<file path="config.mk">
export PLATFORM = sky130hd
export DESIGN_NAME = tx_link_sequencer
export DESIGN_NICKNAME = d
export VERILOG_FILES = /design/src/rtl/tx_link_sequencer_pkg.sv /design/src/rtl/tx_link_sequencer_cc_scheduler.sv /design/src/rtl/tx_link_sequencer.sv
export SDC_FILE = /design/constraint.sdc
export NUM_CORES = 1
export LEC_CHECK = 0
export BUFFER_PORTS_ARGS = -buffer_cell sky130_fd_sc_hd__buf_2
export CAP_MARGIN = 20
export CORE_ASPECT_RATIO = 0.8
export CORE_MARGIN = 10
export CORE_UTILIZATION = 45
export DETAILED_ROUTE_END_ITERATION = 7
export PLACE_DENSITY_LB_ADDON = 0.2
export SLEW_MARGIN = 10
export SYNTH_ARGS = -nofsm -noshare
export SYNTH_HDL_FRONTEND = slang
export SYNTH_SLANG_ARGS = --single-unit
</file>
<file path="constraint.sdc">
create_clock -name clk -period 1.7 [get_ports clk]
set_input_delay 0.085 -clock clk [delete_from_list [all_inputs] [get_ports clk]]
set_output_delay 0.085 -clock clk [all_outputs]
set_load 0.02 [all_outputs]
</file>
<file path="src/rtl/tx_link_sequencer_pkg.sv">
// Shared constants and types for the transmit link sequencer.
// K-symbols are the 8b/10b control codes driven on every lane in lockstep.
package tx_link_sequencer_pkg;

  localparam int MAX_LINKS            = 4;
  localparam int ENCODER_DATA_IN_SIZE = 8;

  localparam logic [7:0] K28_5_IDLE = 8'hBC;
  localparam logic [7:0] K23_7_CC   = 8'hF7;

  typedef enum logic [1:0] {
    OFF   = 2'd0,
    ALIGN = 2'd1,
    RUN   = 2'd2
  } tx_seq_state_e;

  function automatic int max2(input int a, input int b);
    return (a > b) ? a : b;
  endfunction

endpackage

</file>
<file path="src/rtl/tx_link_sequencer_cc_scheduler.sv">
// Clock-compensation schedule: free-running modulo-CC_PERIOD counter while run is high.
// The last CC_LEN counts of each period form the CC window.
module tx_link_sequencer_cc_scheduler #(
  parameter int CC_PERIOD = 5000,
  parameter int CC_LEN    = 4,
  parameter int CNT_W     = 13
) (
  input  logic clk,
  input  logic rst_n,
  input  logic run,
  output logic data_window,
  output logic cc_window
);

  localparam logic [CNT_W-1:0] CNT_LAST = CNT_W'(CC_PERIOD - 1);
  localparam logic [CNT_W-1:0] CC_START = CNT_W'(CC_PERIOD - CC_LEN);

  logic [CNT_W-1:0] cc_cnt_q;
  logic [CNT_W-1:0] cc_cnt_d;

  always_comb begin
    cc_cnt_d = '0;
    if (run) begin
      cc_cnt_d = (cc_cnt_q == CNT_LAST) ? '0 : cc_cnt_q + 1'b1;
    end
  end

  always_ff @(posedge clk) begin
    if (!rst_n) begin
      cc_cnt_q <= '0;
    end else begin
      cc_cnt_q <= cc_cnt_d;
    end
  end

  assign cc_window   = (cc_cnt_q >= CC_START);
  assign data_window = !cc_window;

endmodule

</file>
<file path="src/rtl/tx_link_sequencer.sv">
// Lockstep transmit controller feeding the multi-lane 8b/10b encoder: comma alignment
// burst, then user data (valid/ready) pre-empted by periodic CC bursts, idle commas as fill.
module tx_link_sequencer
  import tx_link_sequencer_pkg::*;
#(
  parameter int LANES        = MAX_LINKS,
  parameter int SYM_W        = ENCODER_DATA_IN_SIZE,
  parameter int ALIGN_CYCLES = 64,
  parameter int CC_PERIOD    = 5000,
  parameter int CC_LEN       = 4
) (
  input  logic                   clk,
  input  logic                   rst_n,
  input  logic                   link_en,
  input  logic                   tx_valid,
  output logic                   tx_ready,
  input  logic [LANES-1:0]       tx_ctrl,
  input  logic [LANES*SYM_W-1:0] tx_data,
  output logic [LANES-1:0]       ctrl_out,
  output logic [LANES*SYM_W-1:0] data_out,
  output logic                   link_up,
  output logic                   cc_active
);

  localparam int CNT_MAX = max2(ALIGN_CYCLES, CC_PERIOD);
  localparam int CNT_W   = (CNT_MAX <= 2) ? 1 : $clog2(CNT_MAX);

  localparam logic [CNT_W-1:0] ALIGN_LAST = CNT_W'(ALIGN_CYCLES - 1);
  localparam logic [SYM_W-1:0] IDLE_SYM   = SYM_W'(K28_5_IDLE);
  localparam logic [SYM_W-1:0] CC_SYM     = SYM_W'(K23_7_CC);

  tx_seq_state_e          state_q, state_d;
  logic [CNT_W-1:0]       align_cnt_q, align_cnt_d;
  logic [LANES-1:0]       ctrl_q, ctrl_d;
  logic [LANES*SYM_W-1:0] data_q, data_d;
  logic                   link_up_q, link_up_d;
  logic                   cc_active_q, cc_active_d;
  logic                   data_window, cc_window;

  // Counter advances only in RUN with the link enabled; anything else clears it.
  tx_link_sequencer_cc_scheduler #(
    .CC_PERIOD (CC_PERIOD),
    .CC_LEN    (CC_LEN),
    .CNT_W     (CNT_W)
  ) u_cc_scheduler (
    .clk         (clk),
    .rst_n       (rst_n),
    .run         (link_en && (state_q == RUN)),
    .data_window (data_window),
    .cc_window   (cc_window)
  );

  // Valid/ready: tx_ready depends only on registered state and link_en, never on
  // tx_valid; a word transfers on a rising edge where both are high.
  assign tx_ready = link_en && (state_q == RUN) && data_window;

  always_comb begin
    state_d     = state_q;
    align_cnt_d = align_cnt_q;
    ctrl_d      = '1;
    data_d      = {LANES{IDLE_SYM}};
    cc_active_d = 1'b0;
    if (!link_en) begin
      state_d     = OFF;
      align_cnt_d = '0;
    end else begin
      case (state_q)
        OFF: begin
          state_d     = ALIGN;
          align_cnt_d = '0;
        end
        ALIGN: begin
          if (align_cnt_q == ALIGN_LAST) begin
            state_d     = RUN;
            align_cnt_d = '0;
          end else begin
            align_cnt_d = align_cnt_q + 1'b1;
          end
        end
        RUN: begin
          if (cc_window) begin
            data_d      = {LANES{CC_SYM}};
            cc_active_d = 1'b1;
          end else if (tx_valid && tx_ready) begin
            ctrl_d = tx_ctrl;
            data_d = tx_data;
          end
        end
        default: begin
          state_d     = OFF;
          align_cnt_d = '0;
        end
      endcase
    end
    link_up_d = (state_d == RUN);
  end

  always_ff @(posedge clk) begin
    if (!rst_n) begin
      state_q     <= OFF;
      align_cnt_q <= '0;
      ctrl_q      <= '1;
      data_q      <= {LANES{IDLE_SYM}};
      link_up_q   <= 1'b0;
      cc_active_q <= 1'b0;
    end else begin
      state_q     <= state_d;
      align_cnt_q <= align_cnt_d;
      ctrl_q      <= ctrl_d;
      data_q      <= data_d;
      link_up_q   <= link_up_d;
      cc_active_q <= cc_active_d;
    end
  end

  assign ctrl_out  = ctrl_q;
  assign data_out  = data_q;
  assign link_up   = link_up_q;
  assign cc_active = cc_active_q;

endmodule

</file>
==> results of run 1 <==
metrics by stage:
stage	util	hold WS (ns)	TNS (ns)	std cells	worst slack, ns
2_1_floorplan	-	0.186	-4.27	246	-0.147
3_3_place_gp	0.609	0.266	-3.01	404	-0.0867
3_5_place_dp	0.609	0.268	-4.24	404	-0.136
4_1_cts	0.764	0.171	-8.01	466	-0.328
5_1_grt	0.783	0.213	-12.51	469	-0.375
6_report	0.783	0.210	-11.37	469	-0.349
routing by layer:
metal,vias up,global-route usage,part of all wire,wire length [um]
met3,18,0.0794,0.073,627
met1,1134,0.213,0.40,3420
met2,96,0.310,0.50,4290
met4,0,0.0780,0.025,217
li1,1163,-,-,-
met5,-,0,0,0
placed cells by master (no fill, tap or decap), types with 4 or more instances in the layout:
cell	count
nand3_1	11
xnor2_1	9
clkbuf_8	10
dfxtp_2	5
a21o_1	13
nand4_1	7
nor2_1	21
dfxtp_1	61
nand2_1	13
buf_12	4
dlygate4sd3_1	36
nor3_1	4
a31oi_1	8
inv_1	12
a21oi_2	4
buf_2	77
and3_1	6
buf_4	28
nand2b_1	10
a21oi_1	6
buf_6	4
nand2b_4	12
power breakdown:
part	internal, W	total (W)	switching (W)
Clock	0.000867	0.00147	0.000607
Sequential	0.00155	0.00155	0.00000156
Combinational	0.000114	0.000168	0.0000543
Total	0.00253	0.00319	0.000663
kinds of logic after synthesis:
family / after synthesis
xor gates and xnor gates: 12
buffers and inverters: 21
AOI/OAI and AO/OA: 43
adders and majority gates: 3
and+or+nand+nor: 100
muxes: 1
DFF: 66
path summary, 6_finish.rpt:
check,start,endpoint,slack [ns]
min reg2reg,state_q[1]$_SDFF_PN0_,state_q[0]$_SDFF_PN0_,0.46
max,u_cc_scheduler.cc_cnt_q[3]$_SDFF_PP0_,data_out[6]$_SDFF_PN0_,-0.35
min,link_en,u_cc_scheduler.cc_cnt_q[2]$_SDFF_PP0_,0.21
max reg2reg,u_cc_scheduler.cc_cnt_q[3]$_SDFF_PP0_,data_out[6]$_SDFF_PN0_,-0.35
worst register-to-register path, cell delays in order, from the launching register on:
cell and delay (ns):
dfxtp_2 0.32, or4_4 0.54, o311ai_4 0.28, nor3b_4 0.40
buf_4 0.19, clkbuf_16 0.15, a21o_1 0.12
cells in the mapped netlist, drive strengths merged, types with 3 or more instances:
library cell and number:
nand2 14, xor2 3, ha 3, a21o 13, nand2b 22, nand3 11, nor2 21, nor3 4
inv 12, xnor2 9, a31oi 8, or4 4, nand4 7, a21oi 10, clkbuf 4, a22o 3
and3 6, buf 5, dfxtp 66, o21ai 3
repair_timing:
item	CTS	global route
gates resized for setup	12	21
cloned	4	2
pin swaps	3	7
hold endpoints to repair	36	0
endpoints found under the setup margin	40	43
hold buffers	36	0
setup buffers	6	3
final cells by class:
class                      instances  area [um^2]
timing repair buffer             152         1160
antenna                            2         5.00
clock buffer                      10          138
multi-input combinational        159         1170
tap                               62         77.6
inverter                          12         45.0
sequential                        66         1330
fill                             327         1110
clock inverter                     6         88.8
flip-flops by register name, indices dropped and copies added (netlist names):
name / count
align_cnt_q: 13
cc_active: 1
ctrl_out: 4
data_out: 32
link_up: 1
state_q: 2
u_cc_scheduler.cc_cnt_q: 13
==> reports/results.tsv, run 1 <==
metric	value	unit
status	finished, violations left	
violations	negative setup slack	
via_count	2411	
start_util	0.474	
antenna_found_initial	2	
rsz0062_at_grt	yes	
gp_congestion	0.823	
placed_area	0.00312	mm^2
worst_path_largest_cell_delay	0.54	ns
clkSinkCount	66	
cts.htree.levels	3	
critical_path_required	1.99	ns
drive_gt1_frac	0.410	
first_iter_violations	156	
die-width	102	um
fin_crit	2.05	ns
endpoint_kind	register	
clk_pin_slew	0.07	ns
cts_max_path_buffers	2	
reg2regPathDepth	6	
synth_mux_area_frac	0.00412	
cpMaxStageDelayCell	or4_4	
worst_pin_slew	0.386	ns
cap_viol_max_count	0	
area_growth	65.1	%
grt_pass1_vias	2452	
slew_viol_final	0	
cts_tree	yes	
slew_headroom	0.743	
start_kind	register	
power	0.00319	W
io_pins	79	
path_cells	or4_4 > o311ai_4 > nor3b_4 > buf_4 > clkbuf_16 > a21o_1	
fmax	488	MHz
synth_largest_area_cell	dfxtp_1	
synthAdderAreaFrac	0.0155	
fin_nets	443	
die_h	85.7	um
via_per_inst	5.14	
grt_usage	0.190	
fin_crit_sh	1.21	
synthFlopType	dfxtp_1	
routed_wirelength	8560	um
layout_setup_ws	-0.349	ns
synth_area_leaders	dfxtp_1 54%, nand2b_1 5.7%, a21o_1 4.0%	
setup_viol	37	
synth_cell_types	37	
synth-edff-count	0	
skew	0.0109	ns
synth_cells	246	
synth_top_family_by_area	simple AND/OR/NAND/NOR gates	
path_delay_family	simple AND/OR/NAND/NOR gates	
grt_max_degree	19	
clk_latency	0.34	ns
hold_viol_final	0	
async_flop_share	0	
die_area	0.00875	mm^2
cp_max_fo	9	
p_leak	1.78	nW
cp.depth	6	
first_pass_iters	4	
io_buffers	78	
cp.buffers_inverters	2	
wl_per_cell	18.3	um
hold_path_class	in -> reg	
synth_fp_nets	289	
root_buffer	clkbuf_8	
synth_compound_area_frac	0.129	
yosysWarnings	0	
synth-seq-cells	66	
cp_data_arrival_time	2.34	ns
path_class	reg -> reg	
max-vdd-ir-drop	0.538	mV
ys_seq_area_frac	0.544	
ant_nets	0	
synth-xor-area-share	0.0433	
avgSynthCellArea	9.87	um^2
rows	23	
drc_errors	0	
power_density	796	mW/mm^2
grt_pass1_wl	12700	um
fin_area	0.00401	mm^2
synth.top_cell.area_share	0.544	
hold_depth	4	
dp_hpwl	4580	um
netlist_area	0.00243	mm^2
core_area	0.00512	mm^2
cts_buffers	9	
grt_overflow	0	
synthSimpleGateAreaFrac	0.227	
Note: power is estimated with default switching activity, not from simulation.
==> inputs of run 2 (changes only) <==
--- a/config.mk
+++ b/config.mk
@@ -18 +18,2 @@
 export SYNTH_SLANG_ARGS = --single-unit
+export TNS_END_PERCENT = 5
==> constraint.sdc (replaced) <==
create_clock -name clk -period 1.7 [get_ports clk]
set_input_delay 0.255 -clock clk [delete_from_list [all_inputs] [get_ports clk]]
set_output_delay 0.255 -clock clk [all_outputs]
set_load 0.02 [all_outputs]
==> run 2 against run 1 <==
Net effect:
- the run still ends with negative setup slack left
- sequential cell count unchanged
- non-clock buffer count is 35 lower
- register-to-register slack got worse by 0.02 ns
- via count decreased by 10%
- wire length decreased by 18%
- sequential share of layout area increased by 4.3 points
- first-iteration DRC count unchanged
- sequential power hardly changed
- critical path depth is 1 higher
- critical endpoint is now data_out[15]$_SDFF_PP1_
==> reports/results.tsv, run 2 (synthesized netlist as in run 1, its figures left out) <==
metric	value	unit	change
cts_tree	yes		unchanged
clkSinkCount	66		unchanged
critical_path_required	1.93	ns	was 1.99 ns
ant_nets	0		unchanged
worst_pin_slew	0.417	ns	was 0.386 ns
rows	23		unchanged
clk_latency	0.34	ns	about the same
cts_buffers	9		unchanged
area_growth	45.9	%	was 65.1%
routed.top_layer	met4		unchanged
first_iter_violations	156		unchanged
fin_area	0.00354	mm^2	was 0.00401 mm^2
antenna_found_initial	0		was 2
die-width	102	um	unchanged
placed_area	0.00312	mm^2	about the same
grt_pass1_vias	2246		was 2452
setup_viol	49		was 37
path_cells	or4_4 > o311ai_4 > buf_4 > nor3b_4 > buf_6 > bufbuf_16 > nand2b_1		was or4_4 > o311ai_4 > nor3b_4 > buf_4 > clkbuf_16 > a21o_1
cap_viol_max_count	0		unchanged
final_cell_mix	77 x buf_2, 64 x dfxtp_1, 33 x buf_4, 20 x nand2b_1, 20 x nor2_1		was 77 x buf_2, 61 x dfxtp_1, 36 x dlygate4sd3_1, 28 x buf_4, 21 x nor2_1
via_count	2166		was 2411
largest_register_ffs	32		unchanged
start_util	0.474		unchanged
violations	negative setup slack		unchanged
grt_max_degree	19		unchanged
io_buffers	78		unchanged
grt_pass1_wl	11100	um	was 12700 um
via_per_inst	5.01		was 5.14
layout_setup_ws	-0.370	ns	was -0.349 ns
grt_usage	0.163		was 0.190
layout_commonest_cell	buf_2		unchanged
drive_gt1_frac	0.405		was 0.410
first_pass_iters	4		unchanged
route.met2.wl	3410	um	was 4290 um
endpoint_kind	register		unchanged
io_pins	79		unchanged
fin_crit	2.07	ns	was 2.05 ns
fmax	483	MHz	was 488 MHz
fin_crit_sh	1.22		was 1.21
worst_path_largest_cell_delay	0.54	ns	about the same
cts.htree.levels	3		unchanged
start_kind	register		unchanged
p_leak	1.58	nW	was 1.78 nW
routed_wirelength	7010	um	was 8560 um
fin_nets	408		was 443
dp_cells	409		was 404
skew	0.00693	ns	was 0.0109 ns
insertedDiodeCount	0		was 2
grt_overflow	0		unchanged
max-vdd-ir-drop	0.643	mV	was 0.538 mV
hold_path_class	in -> reg		unchanged
drc_errors	0		unchanged
wl_met3	580	um	was 627 um
slew_viol_final	0		unchanged
wl_per_cell	16.2	um	was 18.3 um
gp_congestion	0.882		was 0.823
path_class	reg -> reg		unchanged
hold_viol_final	0		unchanged
cp_data_arrival_time	2.30	ns	was 2.34 ns
cp_max_fo	9		unchanged
instances_no_fill	432		was 469
drt-met1-wl	2880	um	was 3420 um
power	0.00314	W	was 0.00319 W
root_buffer	clkbuf_8		unchanged
power_density	886	mW/mm^2	was 796 mW/mm^2
rsz0062_at_grt	yes		unchanged
core_area	0.00512	mm^2	unchanged
slew_headroom	0.721		was 0.743
status	finished, violations left		unchanged
die_h	85.7	um	unchanged
clk_pin_slew	0.07	ns	about the same
die_area	0.00875	mm^2	unchanged
timing.hold.ws	0.0922	ns	was 0.210 ns
dp_hpwl	4890	um	was 4580 um
cpMaxStageDelayCell	or4_4		unchanged
cts_max_path_buffers	2		unchanged
[run 2: changes by cell type in the layout (fill, tap and decap cells not counted), moves of 4 or more]
cell / previous run / this run
a21oi_1: 6 / 10
a21oi_2: 4 / 0
buf_4: 28 / 33
dlygate4sd3_1: 36 / 0
nand2b_4: 12 / 2
nand2b_1: 10 / 20
[run 2: final cells by class]
| class | count | area, um^2 |
|---|---|---|
| Tap cell | 62 | 77.6 |
| Fill cell | 387 | 1580 |
| Clock inverter | 4 | 72.6 |
| Multi-Input combinational cell | 159 | 1070 |
| Sequential cell | 66 | 1320 |
| Clock buffer | 12 | 165 |
| Timing Repair Buffer | 117 | 785 |
| Inverter | 12 | 45.0 |
[run 2: metal layers]
layer,GRT usage,up-vias
li1,-,1089
met3,0.0770,13
met2,0.266,68
met5,0,-
met4,0.0678,0
met1,0.180,996
[run 2: worst max-delay path, delay by kind of cell, from the launching register on]
family | cells | cell delay (ns)
compound gates | 1 | 0.25
flops | 1 | 0.32
buf+inv | 3 | 0.56
simple gates | 3 | 0.83
[run 2: stage by stage]
step	setup TNS (ns)	setup WS (ns)	utilization
finish	-13.08	-0.370	0.692
detailed placement	-4.54	-0.169	0.608
floorplan	-5.89	-0.154	-
CTS	-11.27	-0.349	0.685
global route	-15.68	-0.429	0.692
global placement	-2.84	-0.115	0.608
[run 2: where the power goes]
group          leakage, nW  switching (W)  internal, W
Clock                0.119       0.000559     0.000943
Sequential           0.534     0.00000111      0.00155
Combinational        0.929      0.0000321    0.0000555
[run 2: what timing repair did]
item / in CTS / in global routing
pin swaps: 0 / 1
hold buffers: 0 / 0
gates cloned: 3 / 0
gates resized for setup: 11 / 7
setup endpoints to repair: 58 / 54
buffers inserted: 3 / 1
[run 2: worst paths after layout]
check | startpoint | endpoint | slack, ns | depth (start not counted)
max | u_cc_scheduler.cc_cnt_q[3]$_SDFF_PP0_ | data_out[15]$_SDFF_PP1_ | -0.37 | 7
min reg2reg | state_q[1]$_SDFF_PN0_ | state_q[0]$_SDFF_PN0_ | 0.42 | 1
min | tx_ctrl[1] | ctrl_out[1]$_SDFF_PP1_ | 0.09 | 2
max reg2reg | u_cc_scheduler.cc_cnt_q[3]$_SDFF_PP0_ | data_out[15]$_SDFF_PP1_ | -0.37 | 7
==> inputs of run 3 (changes only) <==
Settings changed: CORE_UTILIZATION 45 to 47, CTS_BUF_LIST from default to sky130_fd_sc_hd__clkbuf_4.
==> run 3 against run 2 <==
Net effect:
- the run still ends with negative setup slack left
- sequential share of layout area increased by 2.7 points
- clock skew about the same
- critical path depth decreased by 3
- worst setup slack got worse by 0.015 ns
- highest routed layer unchanged
- critical path type is now reg -> out
- wire length decreased by 13%
- first-iteration DRC count decreased by 43%
- cell count decreased by 1.2%
- via count decreased by 4.2%
- fmax decreased by 0.71%
- count of clock-buffer cells in the layout decreased by 3
- combinational power decreased by 2.4%
==> reports/results.tsv, run 3 (synthesized netlist as in run 1, its figures left out) <==
metric	value	unit	change
max-vdd-ir-drop	0.585	mV	was 0.643 mV
worstHoldStart	tx_data[18]		was tx_ctrl[1]
clkPwrFrac	0.369		was 0.478
cp_max_fo	2		was 9
cap_viol_max_count	0		unchanged
slew_viol_final	0		unchanged
status	finished, violations left		unchanged
start_util	0.485		was 0.474
whs_endpoint	data_out[18]$_SDFF_PP1_		was ctrl_out[1]$_SDFF_PP1_
clk_latency	0.38	ns	was 0.34 ns
clk_pin_slew	0.10	ns	was 0.07 ns
slew_headroom	0.582		was 0.721
io_pins	79		unchanged
rr_endpoint	ctrl_out[0]$_SDFF_PP1_		was data_out[15]$_SDFF_PP1_
root_buffer	clkbuf_4		was clkbuf_8
r2r_slack	-0.37	ns	about the same
rows	23		unchanged
drive_gt1_frac	0.378		was 0.405
insertedDiodeCount	0		unchanged
antenna_found_initial	0		unchanged
largest_register_ffs	32		unchanged
routed_wirelength	6130	um	was 7010 um
via_count	2076		was 2166
worst_path_largest_cell_delay	0.55	ns	was 0.54 ns
rsz0062_at_grt	yes		unchanged
wl_per_cell	14.4	um	was 16.2 um
cts_tree	yes		unchanged
first_iter_violations	89		was 156
reg2regPathDepth	6		was 7
hold_path_class	in -> reg		unchanged
clkSinkCount	66		unchanged
grt_pass1_vias	2055		was 2246
fin_crit	2.08	ns	was 2.07 ns
fin_nets	404		was 408
ant_nets	0		unchanged
cp.buffers_inverters	1		was 3
dp_hpwl	4480	um	was 4890 um
grt_max_degree	19		unchanged
critical_path_required	1.44	ns	was 1.93 ns
critPathLaunch	u_cc_scheduler.cc_cnt_q[3]$_SDFF_PP0_		unchanged
power	0.00259	W	was 0.00314 W
layout_setup_ws	-0.385	ns	was -0.370 ns
endpoint_kind	output port		was register
timing.hold.ws	0.0421	ns	was 0.0922 ns
grt_overflow	0		unchanged
start_kind	register		unchanged
die_area	0.00846	mm^2	was 0.00875 mm^2
path_cells	or4_4 > o311ai_4 > nor2b_4 > buf_6		was or4_4 > o311ai_4 > buf_4 > nor3b_4 > buf_6 > bufbuf_16 > nand2b_1
worst_pin_slew	0.626	ns	was 0.417 ns
p_leak	1.48	nW	was 1.58 nW
grt_pass1_wl	9790	um	was 11100 um
area_growth	36.6	%	was 45.9%
grt_usage	0.143		was 0.163
violations	negative setup slack		unchanged
cpMaxStageDelayCell	or4_4		unchanged
fmax	480	MHz	was 483 MHz
setup_viol	49		unchanged
via_per_inst	4.86		was 5.01
swShare	0.215		was 0.189
gp_congestion	0.789		was 0.882
layout_commonest_cell	buf_2		unchanged
die_h	84.3	um	was 85.7 um
pwr-share-comb	0.033		was 0.028
cp_data_arrival_time	1.83	ns	was 2.30 ns
hold_viol_final	0		unchanged
seqPwrFrac	0.598		was 0.494
cts_buffers	9		unchanged
cts.htree.levels	3		unchanged
p_int	0.00203	W	was 0.00255 W
power_density	780	mW/mm^2	was 886 mW/mm^2
switchingPower	0.000556	W	was 0.000592 W
path_class	reg -> out		was reg -> reg
die-width	100	um	was 102 um
skew	0.00731	ns	was 0.00693 ns
rr_startpoint	u_cc_scheduler.cc_cnt_q[3]$_SDFF_PP0_		unchanged
cts_max_path_buffers	2		unchanged
io_buffers	78		unchanged
core_area	0.00501	mm^2	was 0.00512 mm^2
fin_crit_sh	1.23		was 1.22
final_cell_mix	77 x buf_2, 61 x dfxtp_1, 29 x buf_4, 22 x nand2b_1, 20 x nor2_1		was 77 x buf_2, 64 x dfxtp_1, 33 x buf_4, 20 x nand2b_1, 20 x nor2_1
first_pass_iters	4		unchanged
path_delay_family	simple AND/OR/NAND/NOR gates		unchanged
fin_util	0.662		was 0.692
hold_depth	2		unchanged
drc_errors	0		unchanged
run 3: layout make-up:
| class | instances | area (um^2) |
|---|---|---|
| fillers | 416 | 1690 |
| flip-flops and latches | 66 | 1330 |
| multi-input cells | 159 | 1040 |
| repair buffers | 113 | 699 |
| well taps | 62 | 77.6 |
| clock buffers | 9 | 67.6 |
| clock inverters | 6 | 58.8 |
| inverters | 12 | 45.0 |
run 3: worst max path at each step:
stage	depth (start not counted)	end
floorplan	5	data_out[10]$_SDFF_PP1_
global placement	5	data_out[27]$_SDFF_PN1_
detailed placement	5	data_out[3]$_SDFF_PN1_
CTS	4	tx_ready
global route	4	tx_ready
finish	4	tx_ready
run 3: power by group through the flow:
stage	Clock (W)	Sequential, W	Combinational [W]
global placement	0	0.00158	0.0000775
CTS	0.00102	0.00155	0.0000853
global route	0.00108	0.00155	0.0000963
floorplan	0	0.00158	0.0000255
detailed placement	0	0.00158	0.0000792
finish	0.000955	0.00155	0.0000855
run 3: routing by layer:
metal  routed length, um  global-route usage  vias up
met1                2530               0.154      944
met5                   0                   0        -
met4                  35              0.0487        0
met2                3160               0.240       47
li1                    -                   -     1083
met3                 408              0.0713        2
run 3: through the flow:
| step | setup slack (ns) | setup TNS, ns | std cells | cell area (um^2) |
|---|---|---|---|---|
| final | -0.385 | -12.02 | 427 | 3320 |
| after global routing | -0.480 | -15.01 | 427 | 3320 |
| after CTS | -0.437 | -10.99 | 425 | 3290 |
| after detailed placement | -0.144 | -4.00 | 404 | 3080 |
| after global placement | -0.118 | -2.63 | 404 | 3080 |
| after floorplan | -0.154 | -5.89 | 246 | 2450 |
run 3: what timing repair did:
| action | in CTS | in global routing |
|---|---|---|
| hold endpoints to repair | 3 | 0 |
| hold buffers | 3 | 0 |
| pin swaps | 1 | 0 |
| endpoints found under the setup margin | 55 | 55 |
| gates cloned | 1 | 2 |
| resized for setup | 4 | 13 |
| buffers inserted | 2 | 1 |
